`src/rtl/execute_stage_pkg.sv`:
```
// Y86 execute-stage shared definitions: instruction/ALU codes and the branch/cmov condition evaluator.
// Rev 1.0
`default_nettype none

package execute_stage_pkg;

  localparam logic [3:0] ICODE_HALT   = 4'h0;
  localparam logic [3:0] ICODE_NOP    = 4'h1;
  localparam logic [3:0] ICODE_RRMOVL = 4'h2;
  localparam logic [3:0] ICODE_IRMOVL = 4'h3;
  localparam logic [3:0] ICODE_RMMOVL = 4'h4;
  localparam logic [3:0] ICODE_MRMOVL = 4'h5;
  localparam logic [3:0] ICODE_OPL    = 4'h6;
  localparam logic [3:0] ICODE_JXX    = 4'h7;
  localparam logic [3:0] ICODE_CALL   = 4'h8;
  localparam logic [3:0] ICODE_RET    = 4'h9;
  localparam logic [3:0] ICODE_PUSHL  = 4'hA;
  localparam logic [3:0] ICODE_POPL   = 4'hB;

  localparam logic [1:0] ALU_ADD = 2'd0;
  localparam logic [1:0] ALU_SUB = 2'd1;
  localparam logic [1:0] ALU_AND = 2'd2;
  localparam logic [1:0] ALU_XOR = 2'd3;

  localparam logic [3:0] COND_ALWAYS = 4'h0;
  localparam logic [3:0] COND_LE     = 4'h1;
  localparam logic [3:0] COND_L      = 4'h2;
  localparam logic [3:0] COND_E      = 4'h3;
  localparam logic [3:0] COND_NE     = 4'h4;
  localparam logic [3:0] COND_GE     = 4'h5;
  localparam logic [3:0] COND_G      = 4'h6;

  localparam logic [3:0] REG_NONE = 4'hF;

  // cc is {ZF,SF,OF}; undefined condition codes evaluate false.
  function automatic logic cond_eval(input logic [3:0] fn, input logic [2:0] cc);
    logic zf, sf, of;
    zf = cc[2];
    sf = cc[1];
    of = cc[0];
    case (fn)
      COND_ALWAYS: cond_eval = 1'b1;
      COND_LE:     cond_eval = (sf ^ of) | zf;
      COND_L:      cond_eval = sf ^ of;
      COND_E:      cond_eval = zf;
      COND_NE:     cond_eval = ~zf;
      COND_GE:     cond_eval = ~(sf ^ of);
      COND_G:      cond_eval = ~(sf ^ of) & ~zf;
      default:     cond_eval = 1'b0;
    endcase
  endfunction

endpackage

`default_nettype wire

```
`src/rtl/y86_alu.sv`:
```
// Y86 combinational ALU: add, sub (B-A), and, xor with {ZF,SF,OF} flags.
// Rev 1.0
`default_nettype none

module y86_alu
  import execute_stage_pkg::*;
#(
  parameter int WORD = 32
) (
  input  logic [WORD-1:0] aluA,
  input  logic [WORD-1:0] aluB,
  input  logic [1:0]      fn,
  output logic [WORD-1:0] result,
  output logic            zf,
  output logic            sf,
  output logic            of
);

  logic w_sa, w_sb, w_st;

  always_comb begin
    result = aluB + aluA;
    case (fn)
      ALU_SUB: result = aluB - aluA;
      ALU_AND: result = aluB & aluA;
      ALU_XOR: result = aluB ^ aluA;
      default: result = aluB + aluA;
    endcase
  end

  assign w_sa = aluA[WORD-1];
  assign w_sb = aluB[WORD-1];
  assign w_st = result[WORD-1];

  assign zf = (result == '0);
  assign sf = w_st;

  // Subtraction overflows only when the operands disagree in sign and the result flips away from B.
  always_comb begin
    of = 1'b0;
    case (fn)
      ALU_ADD: of = (w_sa == w_sb) && (w_st != w_sa);
      ALU_SUB: of = (w_sa != w_sb) && (w_st != w_sb);
      default: of = 1'b0;
    endcase
  end

endmodule

`default_nettype wire

```
`src/rtl/execute_stage.sv`:
```
// Y86 execute stage: operand muxing, ALU, condition evaluation, CC register and memory-stage pipeline register.
// Rev 1.0
`default_nettype none

module execute_stage
  import execute_stage_pkg::*;
#(
  parameter int WORD      = 32,
  parameter int STACK_INC = 4
) (
  input  logic            clock,
  input  logic            reset,
  input  logic            valid_in,
  input  logic [3:0]      icode,
  input  logic [3:0]      ifun,
  input  logic [3:0]      rA,
  input  logic [3:0]      rB,
  input  logic [WORD-1:0] valA,
  input  logic [WORD-1:0] valB,
  input  logic [WORD-1:0] valC,
  input  logic [WORD-1:0] valP,
  input  logic            stall_in,
  output logic            stall_out,
  output logic            valid_out,
  output logic [3:0]      icode_out,
  output logic [3:0]      rA_out,
  output logic [3:0]      rB_out,
  output logic [WORD-1:0] valA_out,
  output logic [WORD-1:0] valE_out,
  output logic [WORD-1:0] valP_out,
  output logic            cnd_out,
  output logic [2:0]      cc_out,
  output logic            halted,
  output logic            instr_error
);

  localparam logic [WORD-1:0] C_INC = WORD'(STACK_INC);
  localparam logic [WORD-1:0] C_DEC = ~C_INC + WORD'(1);

  logic            r_valid, r_cnd, r_halted, r_err;
  logic [3:0]      r_icode, r_ra, r_rb;
  logic [WORD-1:0] r_vala, r_vale, r_valp;
  logic [2:0]      r_cc;

  logic [WORD-1:0] w_alu_a, w_alu_b, w_alu_res, w_vale;
  logic [1:0]      w_alu_fn;
  logic            w_zf, w_sf, w_of;
  logic            w_accept, w_is_opl, w_is_cond, w_opl_bad, w_cond_bad, w_bad_icode;
  logic            w_err, w_cnd;

  always_comb begin
    w_alu_a = '0;
    case (icode)
      ICODE_RRMOVL, ICODE_OPL:                   w_alu_a = valA;
      ICODE_IRMOVL, ICODE_RMMOVL, ICODE_MRMOVL:  w_alu_a = valC;
      ICODE_CALL, ICODE_PUSHL:                   w_alu_a = C_DEC;
      ICODE_RET, ICODE_POPL:                     w_alu_a = C_INC;
      default:                                   w_alu_a = '0;
    endcase
  end

  always_comb begin
    w_alu_b = '0;
    case (icode)
      ICODE_RMMOVL, ICODE_MRMOVL, ICODE_OPL, ICODE_CALL,
      ICODE_RET, ICODE_PUSHL, ICODE_POPL:        w_alu_b = valB;
      default:                                   w_alu_b = '0;
    endcase
  end

  assign w_is_opl    = (icode == ICODE_OPL);
  assign w_is_cond   = (icode == ICODE_RRMOVL) || (icode == ICODE_JXX);
  assign w_opl_bad   = w_is_opl && (ifun > 4'd3);
  assign w_cond_bad  = w_is_cond && (ifun > COND_G);
  assign w_bad_icode = (icode > ICODE_POPL);
  assign w_err       = w_bad_icode || w_opl_bad || w_cond_bad;
  assign w_alu_fn    = w_is_opl ? ifun[1:0] : ALU_ADD;

  y86_alu #(.WORD(WORD)) u_alu (
    .aluA   (w_alu_a),
    .aluB   (w_alu_b),
    .fn     (w_alu_fn),
    .result (w_alu_res),
    .zf     (w_zf),
    .sf     (w_sf),
    .of     (w_of)
  );

  assign w_vale   = w_opl_bad ? '0 : w_alu_res;
  // Conditions read the CC register as it stood before this instruction.
  assign w_cnd    = w_is_cond ? cond_eval(ifun, r_cc) : 1'b1;
  assign w_accept = valid_in && !r_halted;

  always_ff @(posedge clock) begin
    if (reset) begin
      r_valid  <= 1'b0;
      r_icode  <= ICODE_NOP;
      r_ra     <= REG_NONE;
      r_rb     <= REG_NONE;
      r_vala   <= '0;
      r_vale   <= '0;
      r_valp   <= '0;
      r_cnd    <= 1'b1;
      r_cc     <= 3'b100;
      r_halted <= 1'b0;
      r_err    <= 1'b0;
    end else if (!stall_in) begin
      if (w_accept) begin
        r_valid <= 1'b1;
        r_icode <= icode;
        r_ra    <= rA;
        r_rb    <= (icode == ICODE_RRMOVL && !w_cnd) ? REG_NONE : rB;
        r_vala  <= valA;
        r_vale  <= w_vale;
        r_valp  <= valP;
        r_cnd   <= w_cnd;
        if (w_is_opl && !w_opl_bad)
          r_cc <= {w_zf, w_sf, w_of};
        if (icode == ICODE_HALT || w_err)
          r_halted <= 1'b1;
        if (w_err)
          r_err <= 1'b1;
      end else begin
        r_valid <= 1'b0;
        r_icode <= ICODE_NOP;
        r_ra    <= REG_NONE;
        r_rb    <= REG_NONE;
      end
    end
  end

  assign stall_out   = stall_in || r_halted;
  assign valid_out   = r_valid;
  assign icode_out   = r_icode;
  assign rA_out      = r_ra;
  assign rB_out      = r_rb;
  assign valA_out    = r_vala;
  assign valE_out    = r_vale;
  assign valP_out    = r_valp;
  assign cnd_out     = r_cnd;
  assign cc_out      = r_cc;
  assign halted      = r_halted;
  assign instr_error = r_err;

endmodule

`default_nettype wire

```
`config.mk`:
```
export PLATFORM = sky130hd
export DESIGN_NAME = execute_stage
export DESIGN_NICKNAME = d
export VERILOG_FILES = /design/src/rtl/execute_stage_pkg.sv /design/src/rtl/y86_alu.sv /design/src/rtl/execute_stage.sv
export SDC_FILE = /design/constraint.sdc
export NUM_CORES = 1
export LEC_CHECK = 0
export BUFFER_PORTS_ARGS = -buffer_cell sky130_fd_sc_hd__clkbuf_2
export CORE_MARGIN = 4
export CORE_UTILIZATION = 25
export CTS_CLUSTER_DIAMETER = 50
export DETAILED_ROUTE_END_ITERATION = 8
export GPL_ROUTABILITY_DRIVEN = 0
export PLACE_DENSITY_LB_ADDON = 0.08
export SYNTH_ARGS = -nofsm -noshare
export SYNTH_HDL_FRONTEND = slang
export SYNTH_HIERARCHICAL = 1
export SYNTH_SLANG_ARGS = --single-unit
```
`constraint.sdc`:
```
create_clock -name clock -period 12.2 [get_ports clock]
set_input_delay 2.44 -clock clock [delete_from_list [all_inputs] [get_ports clock]]
set_output_delay 2.44 -clock clock [all_outputs]
set_load 0.01 [all_outputs]
```
==> metrics.csv <==
stage,metric,value,unit
power,P_int,0.903,mW
timing,max_slew headroom,0.233,
power,sequential power share,0.298,
clock_tree,# Post-CTS Setup Buffers,0,
global_routing,first-pass GRT wire length,54.4,mm
finish,"Core Util, Final",0.320,
global_routing,largest net degree at the start of global routing,68,
synth,largest cells by area after synthesis,"dfxtp_1, ha_1, nand2_1",
synth,synth cell count leaders,"nand2_1, a21oi_1, dfxtp_1, nor2_1, ha_1",
finish,share of cells above drive strength 1,0.250,
timing,final count of negative-setup-slack endpoints,0,
finish,final non-filler cell total,1786,
synth,synth warn,6,
worst_hold_path,hold depth,2,
critical_path,Critical Path Fanout Max,31,
critical_path,reg-to-reg endpoint,valE_out[22]$_SDFFE_PP0P_,
clock_tree,Post-CTS Hold Buffers,0,
power,Psw,0.471,mW
clock_tree,root buffer cell,clkbuf_16,
power,clock group share of total power,0.412,
die,top-level port count,264,
clock_tree,CTS resizes,0,
timing,final slew viol count,0,
synth,top cell type's share of synthesized area,0.270,
timing,Final Hold Viols,0,
routing,Vias,8800,
power,Pleak,4.75,nW
power,Logic pwr share,0.290,
critical_path,Worst path max stage delay,0.60,ns
timing,Fin Hold WS,0.450,ns
routing,starting DRC count in detailed routing,561,
clock_tree,H-tree depth,4,
global_routing,initial antenna violation count,0,
routing,final wirelength,36.4,mm
power,power per cell area,128,nW/um^2
critical_path,"Slowest-stage cell, CP",or4_1,
critical_path,r2r startpoint,halted$_SDFFE_PP0P_,
timing,RSZ-0062 raised after global routing,no,
clock_tree,Num CTS Buffers,17,
global_routing,vias in the first global route,8803,
timing,final clock skew,0.0113,ns
synth,synthesis-stage register bit count,115,
routing,post-detailed-route count of antenna-violating nets,0,
timing,fin crit period,8.38,ns
timing,fin worst setup slack,3.82,ns
global_routing,residual overflow from global routing,0,
timing,setup_tns,0,ns
critical_path,CP required,12.57,ns
clock_tree,CTS sink count,115,
worst_hold_path,Hold WC Path Type,reg2reg,
synth,Syn Nets,1322,
critical_path,Buf/Inv on CP,3,
critical_path,reg2reg setup slack,9.92,ns
synth,post-synth cell types,70,
critical_path,WP data arrival,8.75,ns
timing,fin crit share,0.687,
placed_design,Detail Placement HPWL,28.4,mm
worst_hold_path,Worst Hold Path EP,instr_error$_SDFFE_PP0P_,
placed_design,post-placement cell count,1754,
synth,"EDFF count, synth",0,
worst_hold_path,min-delay src,instr_error$_SDFFE_PP0P_,
critical_path,CP Capture Type,flip-flop,
timing,fmax,119,MHz
clock_tree,buffer depth of the longest clock path,2,
critical_path,CP Depth,26,
synth,Post-synth ARST share,0,
synth,mapped cell area,8520,sq um
placed_design,dpl ws,3.32,ns
clock_tree,"Clk Latency, worst-skew pair",0.43,ns
power,Net Sw Frac,0.343,
die,Die Wd,193,microns
finish,antenna fix cells,0,
die,core area,33600,sq um
synth,post-synth top area cell,dfxtp_1,
routing,DR WL/cell,20.4,microns
global_routing,Overall Global Routing Usage,0.192,
status,status,"complete, no violations",
die,row count,67,
die,Die H,193,microns
synth,syn_area_per_cell,7.68,sq um
synth,sequential share of the synthesized area,0.270,
routing,routed vias/inst,4.93,
clock_tree,Worst-path clk slew,0.06,ns
job,Max-cap violations,0,
timing,Worst-Margin Slew,1.15,ns
critical_path,CP Launch Type,primary input,
routing,DRT Pass-1 Iters,5,
synth,most frequent cell after synthesis,nand2_1,
placed_design,# port buffers,263,
die,Initial Util,0.254,
routing,DRC violations left,0,
critical_path,critical path class,in2reg,
synth,"Top FF cell, synth",dfxtp_1,
clock_tree,CTS tree,built,
synth,cell count after synthesis,1109,
finish,nets,1538,
critical_path,R2R depth,5,
finish,Syn-to-layout area delta,26.1,%
die,DIE AREA,37100,sq um
finish,number of fill cells,3707,
critical_path,crit-path leading delay family,simple AND/OR/NAND/NOR gates,
power,VDD IR max,0.0750,mV
## per-layer routing
metal  GRT usage  share of wire
met5           0              0
met4      0.0461          0.015
met3      0.0573          0.066
met2       0.303           0.45
met1       0.259           0.47
## state kept, by name (all words and copies together), names as in the netlist
name         cells
valA_out        32
valE_out        32
valP_out        32
icode_out        4
rA_out           4
rB_out           4
cc_out           3
cnd_out          1
halted           1
instr_error      1
valid_out        1
## worst max path at each step
stage / from / end / slack [ns]
2_1_floorplan: icode[1] / cc_out[2]$_SDFFE_PP1P_ / 4.04
3_3_place_gp: icode[2] / cc_out[2]$_SDFFE_PP1P_ / 3.38
3_5_place_dp: icode[2] / cc_out[2]$_SDFFE_PP1P_ / 3.32
4_1_cts: icode[2] / cc_out[2]$_SDFFE_PP1P_ / 3.77
5_1_grt: icode[2] / cc_out[2]$_SDFFE_PP1P_ / 3.37
6_report: icode[2] / cc_out[2]$_SDFFE_PP1P_ / 3.82
## cells by family (layout without fill, tap and decap cells)
logic type	count (synthesis)	after routing	synth area share
buffers and inverters	99	328	0.0555
XOR/XNOR	51	51	0.0524
AO/OA/AOI/OAI	341	341	0.268
multiplexers	20	20	0.0250
AND/OR/NAND/NOR	418	418	0.233
flip-flops	115	115	0.270
adder cells (fa/ha/maj)	65	65	0.0963
## worst register-to-register path: stages, from the launching register on
cell     delay (ns)
dfxtp_1        0.34
nor2_2         0.18
nand2_4        0.34
a31oi_4        1.04
a22oi_1        0.18
nor2_1         0.14
## cell type report
class	instances	area, sq um	share of cell area
Tap cell	448	561	0.0521
Timing Repair Buffer	273	1390	0.130
Clock inverter	13	195	0.0182
Clock buffer	19	453	0.0421
Inverter	23	86.3	0.00803
Multi-Input combinational cell	895	5760	0.536
Sequential cell	115	2300	0.214
## placed cells by master (no fill, tap or decap), types with 5 or more instances in the layout
cell / netlist / routed
a211oi_1: 16 / 16
a21o_1: 11 / 11
a21oi_1: 120 / 120
a221o_1: 30 / 30
a22oi_1: 37 / 37
a31oi_1: 5 / 5
and2_1: 6 / 5
and3_1: 9 / 7
buf_4: 9 / 11
clkbuf_16: 0 / 17
clkbuf_2: 1 / 262
dfxtp_1: 115 / 115
ha_1: 64 / 64
inv_1: 22 / 22
inv_6: 0 / 5
mux2_2: 10 / 10
mux2i_1: 10 / 10
nand2_1: 173 / 173
nand2b_1: 24 / 24
nand3_1: 7 / 7
nand4_1: 9 / 9
nor2_1: 91 / 91
nor2b_1: 44 / 43
nor3_1: 16 / 16
nor4_1: 8 / 8
o211ai_1: 16 / 16
o21ai_0: 43 / 43
o21bai_1: 6 / 6
o22ai_1: 8 / 8
o31ai_1: 10 / 10
o41ai_1: 5 / 5
or3_1: 5 / 5
xnor2_1: 23 / 23
xor2_1: 28 / 28
## power groups by stage
| stage | Sequential, mW | Combinational (mW) | Clock (mW) |
|---|---|---|---|
| 2_1_floorplan | 0.424 | 0.253 | 0 |
| 3_3_place_gp | 0.417 | 0.402 | 0 |
| 3_5_place_dp | 0.417 | 0.398 | 0 |
| 4_1_cts | 0.409 | 0.401 | 0.581 |
| 5_1_grt | 0.411 | 0.442 | 0.596 |
| 6_report | 0.409 | 0.399 | 0.566 |
## stage by stage
step / instance area (sq um) / power (mW)
3_3_place_gp: 10100 / 0.819
5_1_grt: 10700 / 1.45
3_5_place_dp: 10100 / 0.816
6_report: 10700 / 1.37
4_1_cts: 10700 / 1.39
2_1_floorplan: 8520 / 0.677
Power figures use the tool's default switching activity.
